`config.mk`:
```
export PLATFORM = sky130hd
export DESIGN_NAME = mem_arbiter
export DESIGN_NICKNAME = d
export VERILOG_FILES = /design/src/rtl/mem_arbiter.sv
export SDC_FILE = /design/constraint.sdc
export NUM_CORES = 1
export LEC_CHECK = 0
export CELL_PAD_IN_SITES_DETAIL_PLACEMENT = 1
export CELL_PAD_IN_SITES_GLOBAL_PLACEMENT = 1
export CORE_MARGIN = 10
export CORE_UTILIZATION = 26
export DETAILED_ROUTE_END_ITERATION = 8
export PLACE_DENSITY_LB_ADDON = 0.25
export SETUP_SLACK_MARGIN = 0.3
export SLEW_MARGIN = 15
export SYNTH_ARGS = -nofsm -noshare
export SYNTH_HDL_FRONTEND = slang
export SYNTH_SLANG_ARGS = --single-unit
```
`constraint.sdc`:
```
create_clock -name CLK -period 5.9 [get_ports CLK]
set_clock_uncertainty 0.05 [all_clocks]
set_input_delay 1.77 -clock CLK [delete_from_list [all_inputs] [get_ports CLK]]
set_output_delay 1.77 -clock CLK [all_outputs]
set_load 0.02 [all_outputs]
```
`src/rtl/mem_arbiter.sv`:
```
// Single-port RAM arbiter between instruction fetch and data access.
// Data has priority; a bounded starvation guard lets a waiting fetch through.
module mem_arbiter #(
    parameter int STARVE_MAX = 2,
    parameter int TIMEOUT    = 255
) (
    input  logic        CLK,
    input  logic        RST,
    input  logic        iREN,
    input  logic [31:0] iaddr,
    output logic [31:0] iload,
    output logic        ihit,
    input  logic        dREN,
    input  logic        dWEN,
    input  logic [31:0] daddr,
    input  logic [31:0] dstore,
    output logic [31:0] dload,
    output logic        dhit,
    output logic        ram_ren,
    output logic        ram_wen,
    output logic [31:0] ram_addr,
    output logic [31:0] ram_store,
    input  logic [31:0] ram_load,
    input  logic        ram_ready,
    output logic        busy,
    output logic        err
);

    localparam int SW = $clog2(STARVE_MAX + 1);
    localparam int TW = $clog2(TIMEOUT + 1);
    localparam logic [SW-1:0] STARVE_LIM = SW'(STARVE_MAX);
    localparam logic [TW-1:0] TMO_LAST   = TW'(TIMEOUT - 1);

    typedef enum logic [1:0] {
        IDLE = 2'd0,
        DACC = 2'd1,
        IACC = 2'd2
    } state_t;

    state_t          state;
    state_t          state_nxt;
    logic [SW-1:0]   starve_cnt;
    logic [TW-1:0]   tmo_cnt;
    logic            err_q;
    logic [31:0]     lat_addr;
    logic [31:0]     lat_store;
    logic            lat_wr;

    logic dreq;
    logic in_acc;
    logic own_req;
    logic done;
    logic abort;
    logic tmo_hit;
    logic arb;
    logic arb_d;
    logic arb_i;
    logic grant_d;
    logic grant_i;

    assign dreq    = dREN | dWEN;
    assign in_acc  = (state != IDLE);
    assign own_req = ((state == DACC) & dreq) | ((state == IACC) & iREN);
    assign done    = in_acc & own_req & ram_ready;
    assign abort   = in_acc & ~own_req;
    assign tmo_hit = in_acc & own_req & ~ram_ready & (tmo_cnt == TMO_LAST);

    // The requester completing this cycle still holds its request; mask it so
    // the same access is not granted twice.
    assign arb     = (state == IDLE) | done;
    assign arb_d   = dreq & ~(done & (state == DACC));
    assign arb_i   = iREN & ~(done & (state == IACC));
    assign grant_d = arb & arb_d & (~arb_i | (starve_cnt < STARVE_LIM));
    assign grant_i = arb & ~grant_d & arb_i;

    always_ff @(posedge CLK) begin
        if (RST) begin
            state <= IDLE;
        end else begin
            state <= state_nxt;
        end
    end

    always_comb begin
        state_nxt = state;
        if (grant_d) begin
            state_nxt = DACC;
        end else if (grant_i) begin
            state_nxt = IACC;
        end else if (arb | abort | tmo_hit) begin
            state_nxt = IDLE;
        end
    end

    always_ff @(posedge CLK) begin
        if (RST) begin
            starve_cnt <= '0;
            tmo_cnt    <= '0;
            err_q      <= 1'b0;
            lat_addr   <= '0;
            lat_store  <= '0;
            lat_wr     <= 1'b0;
        end else begin
            if (grant_i) begin
                starve_cnt <= '0;
            end else if (grant_d) begin
                if (!arb_i) begin
                    starve_cnt <= '0;
                end else if (starve_cnt < STARVE_LIM) begin
                    starve_cnt <= starve_cnt + 1'b1;
                end
            end

            if (grant_d | grant_i) begin
                tmo_cnt <= '0;
            end else if (in_acc & own_req & ~ram_ready & ~tmo_hit) begin
                tmo_cnt <= tmo_cnt + 1'b1;
            end

            if (tmo_hit) begin
                err_q <= 1'b1;
            end

            if (grant_d) begin
                lat_addr  <= daddr;
                lat_store <= dstore;
                lat_wr    <= dWEN;
            end else if (grant_i) begin
                lat_addr  <= iaddr;
                lat_wr    <= 1'b0;
            end
        end
    end

    // Every output is forced low while RST is held, regardless of state.
    always_comb begin
        ram_ren   = 1'b0;
        ram_wen   = 1'b0;
        ram_addr  = '0;
        ram_store = '0;
        ihit      = 1'b0;
        dhit      = 1'b0;
        iload     = '0;
        dload     = '0;
        busy      = 1'b0;
        err       = 1'b0;
        if (!RST) begin
            busy = in_acc;
            err  = err_q;
            unique case (state)
                DACC: begin
                    ram_ren   = ~lat_wr;
                    ram_wen   = lat_wr;
                    ram_addr  = lat_addr;
                    ram_store = lat_store;
                    dhit      = done;
                    dload     = done ? ram_load : '0;
                end
                IACC: begin
                    ram_ren   = 1'b1;
                    ram_addr  = lat_addr;
                    ihit      = done;
                    iload     = done ? ram_load : '0;
                end
                default: begin
                end
            endcase
        end
    end

endmodule

```
==> key figures <==
STA
  – Relative slew slack: 35.55%
  – Max Slew Vio Count: 0
  – Unrepaired setup endpoints after global routing: no
  – Clock period minus worst slack: 5424 ps
  – Setup TNS Final: 0 ps
  – Final hold violation count: 0
  – Final setup vio count: 0
  – Post-route clock period utilization: 91.93%
  – Worst slew pin tran: 966.7 ps
  – Max Fclk: 0.1844 GHz

Layout
  – Footprint of the multi-input gates: 0.002416 mm^2
  – Sequential cell area: 0.001562 mm^2
  – Layout net count: 947
  – Fillers: 1902
  – Antenna diodes: 0
  – Share of cells above drive strength 1: 4.551%
  – Area growth, synth to finish: 76.64%

Global route
  – Wire length of the first global-routing pass: 30110 um
  – Largest net degree at the start of global routing: 46
  – Gr usage total: 17.40%
  – Congestion Overflow GR: 0
  – Vias in the first global route: 5143
  – Initial antenna violation count: 0

Clocking
  – # Post-CTS Setup Buffers: 0
  – Clk sink count: 78
  – Clk pin slew, worst setup/hold paths: 60 ps
  – Worst-Skew Late Latency: 340 ps
  – Num CTS Buffers: 9
  – Hold_buf cts: 0
  – Longest Clk Path Bufs: 2
  – Clk root buf: clkbuf_16
  – CTS tree: built
  – H-tree depth: 3

Setup path
  – CP Data Arrival Time: 3600 ps
  – R2R Setup Slk: 3170 ps
  – CP Max Fanout: 33
  – Critical path required time: 4080 ps
  – CP Capture Type: primary output
  – Critical path startpoint category: input pin
  – Crit path kind: in -> out

Die
  – Initial Util: 26.28%
  – Die area: 0.02132 mm^2
  – Core area: 0.01571 mm^2
  – Row cnt: 46
  – Die width: 146.0 um
  – Die Height: 146.0 um
  – Ports: 268

Synthesis
  – Post-synth EDFFs: 0
  – Synth Flop Type: dfxtp_1
  – Synth Instances: 560
  – Post-synth top area share: 37.82%
  – Post-synthesis cell type count: 35
  – Asr flop ratio synth: 0%
  – Synth warn: 0
  – Post-synth top cells: 130 x and2_1, 104 x nand2_1, 78 x dfxtp_1, 77 x a21oi_1, 39 x nor2_1
  – Register bit total from synthesis: 78
  – Most common cell in the netlist: and2_1
  – Synth area leader: dfxtp_1
  – Seq/Total Area, Yosys: 37.82%
  – Largest cells by area after synthesis: dfxtp_1 38%, and2_1 20%, nand2_1 9.5%
  – Mapped Avg Cell Area: 7.373 um^2
  – Mapped cell area: 0.004129 mm^2
  – Syn nets: 699

Detailed routing
  – ANT nets after route: 0
  – DRC viols: 0
  – Drt initial violations: 161
  – Routed wire per std cell: 18.56 um
  – Via density: 4.688
  – Via count: 4824
  – Drt total wl: 19100 um
  – Pre-antenna DRT Iters: 4

Power and ir drop
  – Power Density: 213.4 mW/mm^2
  – Leak: 3.070 nW
  – Pwr Total: 0.001556 W
  – Max IR drop VDD: 147.1 uV

Run status
  – Status: complete, no violations

Hold path
  – Worst Hold Class: reg -> reg

Placement
  – Gpl congestion: 0.8318
  – Hpwl dp: 14970 um
  – Port bufs: 267

Job
  – Max Cap Violations: 0
==> stage by stage <==
stage               instance area (um^2)  cells  utilization [%]  setup slack [ps]  hold slack [ps]
finish                              7293   1029            46.42             476.0            398.5
global route                        7293   1029            46.42             343.8            427.0
CTS                                 7288   1029            46.38             313.7            402.8
detailed placement                  7054   1013            44.90             187.2            394.7
global placement                    7054   1013            44.90             289.1            387.5
floorplan                           4129    560                -              1043            379.0
==> layout by cell type (no fill, tap or decap), types with 9 or more instances in the layout <==
master,n
clkdlybuf4s50_1,200
and2_1,130
nand2_1,104
dfxtp_1,78
a21oi_1,77
dlygate4sd2_1,63
nor2_1,39
a211oi_1,33
buf_4,13
clkbuf_16,9
==> power by group <==
group	switching (W)	total, W	internal (W)
Clock	0.000217	0.000581	0.000364
Sequential	0.0000229	0.000601	0.000578
Combinational	0.000196	0.000374	0.000178
==> worst max-delay path, cell delays in order <==
cell and delay (ps):
clkdlybuf4s50_1 590, o21ai_2 80, a21oi_1 180, nor3b_2 260, buf_12 200, and2_1 140
dlygate4sd2_1 360
==> path summary, 6_finish.rpt <==
| kind | startpoint | end | cells after the start |
|---|---|---|---|
| min reg2reg | lat_store[18] | lat_store[18] | 2 |
| min | lat_store[18] | lat_store[18] | 2 |
| max reg2reg | state[0] | lat_store[10] | 7 |
| max | dREN | iload[29] | 7 |
==> cell families after synthesis <==
logic type / synth area share [%]
and+or+nand+nor: 37.12
AOI/OAI and AO/OA: 19.06
DFF: 37.82
buffers and inverters: 4.485
adders and majority gates: 1.515
==> flip-flops by register name (all words and copies together), names as in the netlist <==
name / count
lat_wr: 1
lat_addr: 32
lat_store: 32
tmo_cnt: 8
err_q: 1
starve_cnt: 2
state: 2
==> metal layers <==
layer  up-vias  global-route usage [%]  share of wire, %  wire length [um]
li1       2372                       -                 -                 -
met1      2247                   20.00                44              8347
met2       188                   29.02                46              8792
met3        17                   7.108               8.5              1625
met4         0                   5.205               1.7               334
met5         -                       0                 0                 0
==> cell type report <==
cell class | instances | area share (%)
clock buffers | 14 | 3.757
clock inverters | 2 | 0.5318
inverters | 3 | 0.1544
multi-input cells | 435 | 33.13
flip-flops and latches | 78 | 21.41
well taps | 216 | 3.706
repair buffers | 281 | 37.31
==> repair_timing <==
action	CTS	global route
endpoints found under the setup margin	63	2
resized for setup	63	2
pin swaps	0	0
No activity file was read; power rests on OpenSTA's default activity.
